File: config.mk
export PLATFORM = sky130hd
export DESIGN_NAME = mem_arbiter
export DESIGN_NICKNAME = d
export VERILOG_FILES = /design/src/rtl/cpu_types_pkg.sv /design/src/rtl/stall_timer.sv /design/src/rtl/mem_arbiter.sv
export SDC_FILE = /design/constraint.sdc
export NUM_CORES = 1
export LEC_CHECK = 0
export ABC_AREA = 1
export CAP_MARGIN = 15
export CORE_AREA = 2 2 109 111
export DETAILED_ROUTE_END_ITERATION = 6
export DIE_AREA = 0 0 111 113
export DONT_BUFFER_PORTS = 1
export PLACE_DENSITY = 0.35
export REMOVE_ABC_BUFFERS = 1
export SETUP_SLACK_MARGIN = 0.05
export SLEW_MARGIN = 15
export SYNTH_ARGS = -nofsm -noshare
export SYNTH_HDL_FRONTEND = slang
export SYNTH_SLANG_ARGS = --single-unit
File: constraint.sdc
create_clock -name CLK -period 3.5 [get_ports CLK]
set_input_delay 0.7 -clock CLK [delete_from_list [all_inputs] [get_ports CLK]]
set_output_delay 0.7 -clock CLK [all_outputs]
set_load 0.01 [all_outputs]
File: src/rtl/cpu_types_pkg.sv
// Shared types for the memory arbiter: RAM status, arbiter state and the debug view.
package cpu_types_pkg;

  typedef enum logic [1:0] {
    FREE   = 2'd0,
    BUSY   = 2'd1,
    ACCESS = 2'd2,
    ERROR  = 2'd3
  } ramstate_t;

  typedef enum logic [1:0] {
    IDLE = 2'd0,
    IACC = 2'd1,
    DACC = 2'd2,
    ERR  = 2'd3
  } arb_state_t;

  typedef struct packed {
    arb_state_t  state;
    logic [2:0]  starve_cnt;
    logic [7:0]  stall_cnt;
  } arb_dbg_t;

endpackage

File: src/rtl/stall_timer.sv
// Counts stalled access cycles; expired flags the stall cycle that would reach TIMEOUT.
module stall_timer #(
  parameter int unsigned TIMEOUT = 255
) (
  input  logic       clk,
  input  logic       rst,
  input  logic       clear,
  input  logic       enable,
  output logic [7:0] count,
  output logic       expired
);

  always_ff @(posedge clk) begin
    if (rst || clear) begin
      count <= 8'd0;
    end else if (enable) begin
      count <= count + 8'd1;
    end
  end

  // Combinational so the FSM leaves on the very edge the count reaches TIMEOUT.
  assign expired = enable && (({1'b0, count} + 9'd1) >= 9'(TIMEOUT));

endmodule

File: src/rtl/mem_arbiter.sv
// Two-requester arbiter (instruction/data) for a single RAM port with anti-starvation and timeout.
module mem_arbiter
  import cpu_types_pkg::*;
#(
  parameter int unsigned STARVE_MAX = 4,
  parameter int unsigned TIMEOUT    = 255
) (
  input  logic        CLK,
  input  logic        RST,
  input  logic        iREN,
  input  logic [31:0] iaddr,
  output logic [31:0] iload,
  output logic        iwait,
  input  logic        dREN,
  input  logic        dWEN,
  input  logic [31:0] daddr,
  input  logic [31:0] dstore,
  output logic [31:0] dload,
  output logic        dwait,
  output logic        ramREN,
  output logic        ramWEN,
  output logic [31:0] ramaddr,
  output logic [31:0] ramstore,
  input  logic [31:0] ramload,
  input  ramstate_t   ramstate,
  output logic        err,
  output logic        gnt_d,
  output arb_dbg_t    dbg
);

  // Handshake: a requester holds its REN/WEN (and address/data) until its wait
  // output drops for one cycle; that cycle carries the load data. Dropping the
  // request earlier abandons the access without a completion pulse.

  localparam logic [2:0] STARVE_LIM = 3'(STARVE_MAX);

  arb_state_t state_q, state_d, st;
  logic [2:0] starve_cnt;
  logic [7:0] stall_cnt;
  logic       d_req, in_acc, gnt_req, i_done, d_done, expired;

  assign d_req   = dREN | dWEN;
  assign in_acc  = (state_q == IACC) || (state_q == DACC);
  assign gnt_req = (state_q == IACC) ? iREN : d_req;
  assign i_done  = !RST && (state_q == IACC) && iREN  && (ramstate == ACCESS);
  assign d_done  = !RST && (state_q == DACC) && d_req && (ramstate == ACCESS);
  // Reset forces the reset-value outputs even before the state register clears.
  assign st      = RST ? IDLE : state_q;

  stall_timer #(.TIMEOUT(TIMEOUT)) u_stall_timer (
    .clk     (CLK),
    .rst     (RST),
    .clear   (!in_acc),
    .enable  (in_acc && (ramstate != ACCESS)),
    .count   (stall_cnt),
    .expired (expired)
  );

  always_ff @(posedge CLK) begin
    if (RST) begin
      state_q <= IDLE;
    end else begin
      state_q <= state_d;
    end
  end

  always_comb begin
    state_d = state_q;
    case (state_q)
      IDLE: begin
        if (d_req) begin
          state_d = (iREN && (starve_cnt == STARVE_LIM)) ? IACC : DACC;
        end else if (iREN) begin
          state_d = IACC;
        end
      end
      IACC, DACC: begin
        if (ramstate == ERROR)       state_d = ERR;
        else if (!gnt_req)           state_d = IDLE;
        else if (ramstate == ACCESS) state_d = IDLE;
        else if (expired)            state_d = ERR;
      end
      ERR:     state_d = ERR;
      default: state_d = IDLE;
    endcase
  end

  always_ff @(posedge CLK) begin
    if (RST) begin
      starve_cnt <= 3'd0;
    end else if ((state_q == IDLE) && (state_d == IACC)) begin
      starve_cnt <= 3'd0;
    end else if ((state_q == IDLE) && (state_d == DACC) && iREN &&
                 (starve_cnt != STARVE_LIM)) begin
      starve_cnt <= starve_cnt + 3'd1;
    end
  end

  always_comb begin
    ramREN   = 1'b0;
    ramWEN   = 1'b0;
    ramaddr  = 32'd0;
    ramstore = 32'd0;
    gnt_d    = 1'b0;
    err      = 1'b0;
    iwait    = !i_done;
    dwait    = !d_done;
    iload    = i_done ? ramload : 32'd0;
    dload    = d_done ? ramload : 32'd0;
    case (st)
      IACC: begin
        ramREN  = 1'b1;
        ramaddr = iaddr;
      end
      DACC: begin
        ramaddr  = daddr;
        ramstore = dstore;
        gnt_d    = 1'b1;
        ramWEN   = dWEN;
        ramREN   = !dWEN;
      end
      ERR:     err = 1'b1;
      default: ;
    endcase
  end

  assign dbg = '{state: state_q, starve_cnt: starve_cnt, stall_cnt: stall_cnt};

endmodule

# Word-level counts from Yosys, hierarchy flattened
# Cells that the tools add are included.
# totals
reg_bits	13
inputBits	135
output_inout_bits	147
wordCells	62
# classes
add_sub_neg	3
n_lt_le_gt_ge	1
n_eq_ne	13
n_mux	18
n_bitwise	1
reduce_logical	23
# op_table
cell	n
2-to-1 mux 32 bit	3
one-hot mux 32 bit (2 select lines)	1
2-to-1 mux 2 bit	8
== test 2 bit, second input constant	7
logical AND 1 bit	13
adder 8 x 1 -> 9 bit, second input constant	1
>= comparator 9 x 8 -> 1 bit, second input constant	1
adder 8 x 1 -> 8 bit, second input constant	1
== test 2 x 1 -> 1 bit, second input constant	3
one-hot mux 2 bit (3 select lines)	1
zero test 1 bit	5
2-to-1 mux 1 bit	4
OR reduction 2 bit	2
adder 3 x 1 -> 3 bit, second input constant	1
== test 3 bit, second input constant	1
!= test 3 bit, second input constant	1
zero test 2 bit	1
logical OR 1 bit	2
!= test 2 bit, second input constant	1
one-hot mux 1 bit (2 select lines)	1
OR 1 bit	1

# Logic depth before layout (Yosys ltp)
# logic_depth
word_depth	13
mapped_depth	17
depth_no_buf	17

# Cells and area by module
# A second synthesis with hierarchy kept.
# unflattened
hier_cells	432
area_unflattened_um2	2132.0
# modules_own_cells
module	instances	cells_each	area_each_um2	seq_area_each_um2
mem_arbiter	1	358	1619.1	100.1
stall_timer	1	74	513.0	160.2

# Worst setup path before layout
# Ideal clock, no wire load.
# synth_path
path_type	input to output
startpoint	in RST
endpoint	out ramaddr[0]
arrival_ns	1.979
t_required_ns	2.800
path_slack_ns	0.821
cell_stages	6
path_buffers	2
cell_sequence	nor2_1 > ha_1 > clkbuf_1 > buf_1 > nand2_1 > a21oi_1
# synth_via
elab_chain_cells	3
word_cells_on_any_way	4
classes_between	eq/ne: 2; mux: 2
# synth_lines
element	line	text
start, declared	mem_arbiter.sv:9	input logic RST,
2-to-1 mux 2 bit (*)	mem_arbiter.sv:48	assign st = RST ? IDLE : state_q;
== test 2 bit or == test 2 x 1 -> 1 bit (tied branches)	mem_arbiter.sv:110	case (st)
one-hot mux 32 bit (2 select lines) (*)	mem_arbiter.sv:110	
end, declared	mem_arbiter.sv:22	output logic [31:0] ramaddr,
# Mark *: on every way between the ends. The rest lies on a longest branch, timed or not.

# Worst setup path in the final report
# layout_path
startpoint	reg state_q[1]
endpoint	out ramaddr[11]
# layout_via
elab_chain_cells	3
word_cells_on_any_way	4
classes_between	eq/ne: 2; mux: 2
# layout_lines
element	line	text
start, declared	mem_arbiter.sv:37	arb_state_t state_q, state_d, st;
start signal, assigned	mem_arbiter.sv:63	state_q <= state_d;
2-to-1 mux 2 bit (*)	mem_arbiter.sv:48	
== test 2 bit or == test 2 x 1 -> 1 bit (tied branches)	mem_arbiter.sv:110	
one-hot mux 32 bit (2 select lines) (*)	mem_arbiter.sv:110	
# Marked as above.

==> results_tabular.tex <==
\begin{tabular}{lr}
\hline
Metric & Value \\
\hline
\multicolumn{2}{l}{\textbf{Floorplan}} \\
\quad Die height & 113 µm \\
\quad Area of the core region & 11,270 µm² \\
\quad Number of core rows & 39 \\
\quad Total die area & 12,540 µm² \\
\quad I/O pin count & 282 \\
\quad Die Span X & 111 µm \\
\quad Effective utilization at floorplan & 18.20\% \\
\multicolumn{2}{l}{\textbf{Global route}} \\
\quad Global routing usage summed across all routing layers & 14.62\% \\
\quad Pin count of the biggest net entering global routing & 68 \\
\quad Remaining Overflow, GRT & 0 \\
\quad Via count of the first global-routing pass & 2,146 \\
\quad Number of antenna violations at the first check in global routing & 3 \\
\quad Wire length of the first global-routing pass & 13.67 mm \\
\multicolumn{2}{l}{\textbf{Worst setup path}} \\
\quad Reg-to-reg critical path startpoint & u\_stall\_timer.count[0]\$\_SDFFE\_PP0P\_ \\
\quad Max stage delay cell, worst path & buf\_4 \\
\quad Endpoint of the worst-slack reg-to-reg timing path & state\_q[0]\$\_SDFF\_PP0\_ \\
\quad Startpoint types & flop \\
\quad Worst-case register-to-register setup slack & 1.47 ns \\
\quad Largest delay share family, worst path & buffers and inverters \\
\quad Length in cells of the worst reg-to-reg path & 15 \\
\quad Stage delay of the slowest cell on the critical path & 0.49 ns \\
\quad Required @ worst endpoint & 2.80 ns \\
\quad Endpoint kind of the worst setup timing path & output pin \\
\quad Type of the setup path with the least slack & reg -> out \\
\quad Cell-by-cell listing of the critical path & inv\_1, nor2\_1, ha\_2, buf\_4, nand2\_1, a21oi\_1 \\
\quad Worst-path fanout max & 67 \\
\quad Arrival time at the worst endpoint & 2.21 ns \\
\quad Number of buffers and inverters on the critical path & 2 \\
\multicolumn{2}{l}{\textbf{Layout}} \\
\quad Filler cell count & 1,336 \\
\quad Proportion of layout cells with a drive suffix above 1 & 4.988\% \\
\quad Total area of sequential cells & 260.3 µm² \\
\quad Total Nets Final & 568 \\
\quad Relative area change from synthesis to final layout & 13.66\% \\
\quad Most frequent standard cell in the layout excluding fill and tap cells & nand2\_1 \\
\quad Area used by multi-input combinational logic & 1369 µm² \\
\quad Leading cell types in the layout, fill and taps excluded & nand2\_1, inv\_1, nor2\_1 \\
\multicolumn{2}{l}{\textbf{Clock tree}} \\
\quad Number of hold-repair buffers added at the cts stage & 0 \\
\quad Clock tree buffer depth & 2 \\
\quad Post-cts repair resize count & 0 \\
\quad Total number of H-tree levels & 1 \\
\quad Count of clock tree sinks & 13 \\
\quad CTS root buf & clkbuf\_16 \\
\quad Clock-pin slew reported for the worst setup and hold paths after clock tree synthesis & 0.05 ns \\
\quad Post-CTS Setup Repair Bufs & 0 \\
\quad TritonCTS clock tree & built \\
\quad Later-pin clock latency in the skew report & 0.24 ns \\
\quad TritonCTS Buffers & 3 \\
\multicolumn{2}{l}{\textbf{Yosys}} \\
\quad Average cell area after synthesis & 4.806 µm² \\
\quad Yosys warning count & 0 \\
\quad Number of instances in the synthesized netlist & 427 \\
\quad Flops \& latches, synth & 13 \\
\quad Post-synth design cell area & 2052 µm² \\
\quad Number of unique standard cell types used by synthesis & 21 \\
\quad Sequential-to-total area share from yosys stat & 12.68\% \\
\multicolumn{2}{l}{\textbf{Route}} \\
\quad First DRT Iteration DRCs & 166 \\
\quad Vias per Instance & 4.447 \\
\quad Total number of vias & 2,526 \\
\quad DRC viols & 0 \\
\quad Drt total wl & 10.43 mm \\
\quad Routed wirelength normalized by instance count & 18.36 µm \\
\quad Final ANT Viol Nets & 0 \\
\quad Number of search-and-repair iterations in the first detailed-routing pass & 5 \\
\multicolumn{2}{l}{\textbf{Worst hold path}} \\
\quad Hold crit path type & in -> reg \\
\quad Cell count of the worst hold path & 1 \\
\quad Worst Min Path Start & RST \\
\quad Min-Delay Endpoint & state\_q[1]\$\_SDFF\_PP0\_ \\
\multicolumn{2}{l}{\textbf{Place}} \\
\quad Number of buffers added on ports & 0 \\
\quad Worst slack at placement & 0.7589 ns \\
\quad Placer's final routability congestion estimate & 0.8030 \\
\quad Final HPWL from detailed placement & 9.025 mm \\
\multicolumn{2}{l}{\textbf{STA}} \\
\quad Maximum achievable frequency & 343.3 MHz \\
\quad Actual slew at the worst max-slew pin & 0.6305 ns \\
\quad Final setup violation count & 0 \\
\quad Number of slew-limit violations in the final report & 0 \\
\quad Tightest hold margin & 0.5233 ns \\
\quad Final WS setup & 0.5868 ns \\
\quad RSZ-0062 raised after global routing & no \\
\quad Final setup TNS & 0 ns \\
\quad Time the worst path needs with I/O delays and setup & 2.913 ns \\
\quad Max-slew headroom at the worst pin & 57.97\% \\
\quad Fin crit share & 83.23\% \\
\quad Fin. Hold Viols & 0 \\
\quad Largest clock skew in the final design & 0.002529 ns \\
\multicolumn{2}{l}{\textbf{Run status}} \\
\quad Status & finished, final reports clean \\
\multicolumn{2}{l}{\textbf{Power}} \\
\quad Pleak & 1.298 nW \\
\quad Pwr dens & 252.2 nW/µm² \\
\quad Peak ir drop on the vdd network & 0.0002458 V \\
\multicolumn{2}{l}{\textbf{Run}} \\
\quad Max-cap violation count & 0 \\
\hline
\end{tabular}
-- sequential cells by signal, indices dropped and copies added, names as in the netlist --
| name | cells |
|---|---|
| u_stall_timer.count | 8 |
| starve_cnt | 3 |
| state_q | 2 |
-- power by group --
part / leakage (nW) / total [mW] / switching [mW] / internal, mW
sequential: 0.106 / 0.180 / 0.0206 / 0.159
combinational: 1.15 / 0.187 / 0.139 / 0.0479
clock: 0.0382 / 0.222 / 0.0677 / 0.154
-- metal layers --
metal,wire (µm),track usage [%]
met1,4334,17.56
met2,4190,19.92
met3,1836,12.91
met4,53,2.083
met5,13,0
-- worst register-to-register path, stage by stage, from the launching register on --
cell      delay [ns]
dfxtp_1         0.48
inv_1           0.11
ha_1            0.32
o21bai_1        0.15
nand3_1         0.10
nor2_1          0.13
nand3_1         0.09
nand2_1         0.07
nand2_1         0.07
nand2_1         0.06
nand2_1         0.05
nand2_1         0.05
nand2_1         0.05
nand2_1         0.05
nand2_1         0.04
a21oi_1         0.13
-- cell usage after synthesis --
cell	instances	area (µm²)
o2111ai_1	1	8.760
nor2_1	85	319.1
ha_1	11	137.6
o21ai_0	5	25.02
inv_1	93	349.1
o21bai_1	2	15.01
buf_1	3	11.26
dfxtp_1	13	260.3
nor2_8	1	20.02
nand3_1	9	45.04
a211oi_1	3	22.52
o21a_1	1	7.510
nand2_1	130	488.0
a21oi_1	43	215.2
nand2_2	1	6.260
nor2_2	2	12.51
clkbuf_1	18	67.56
inv_2	1	3.750
o21ai_1	1	5.000
xor2_1	2	17.52
o211ai_1	2	15.01
-- logic make-up after synthesis --
| group | Yosys count | share of synthesized area, % |
|---|---|---|
| AO/OA/AOI/OAI | 58 | 15.30 |
| XOR/XNOR | 2 | 0.8538 |
| adder cells (fa/ha/maj) | 11 | 6.707 |
| buffers and inverters | 115 | 21.04 |
| flip-flops | 13 | 12.68 |
| AND/OR/NAND/NOR | 228 | 43.41 |
-- worst max path at each step --
| stage | startpoint | end | slack, ns | depth (start not counted) |
|---|---|---|---|---|
| floorplan | RST | ramREN | 0.31 | 4 |
| global placement | RST | ramaddr[1] | 0.81 | 5 |
| detailed placement | RST | ramaddr[22] | 0.76 | 5 |
| CTS | state_q[1]$_SDFF_PP0_ | ramaddr[22] | 0.55 | 6 |
| global route | state_q[1]$_SDFF_PP0_ | ramaddr[10] | 0.32 | 6 |
| finish | state_q[1]$_SDFF_PP0_ | ramaddr[11] | 0.59 | 6 |
-- final cells by class --
class / instances / area share (%)
antenna: 4 / 0.4292
clock buffer: 4 / 3.380
inverter: 94 / 15.13
multi-input combinational: 299 / 58.69
sequential: 13 / 11.16
tap: 143 / 7.672
timing repair buffer: 11 / 3.541
-- stage by stage --
step / area, µm² / util, % / instances / total power, mW
floorplan: 1973 / - / 406 / 0.3212
global placement: 2243 / 19.90 / 560 / 0.3675
detailed placement: 2243 / 19.90 / 560 / 0.3702
CTS: 2322 / 20.60 / 564 / 0.5982
global route: 2322 / 20.60 / 564 / 0.6345
finish: 2332 / 20.69 / 568 / 0.5882
No activity file was read; power rests on OpenSTA's default activity.
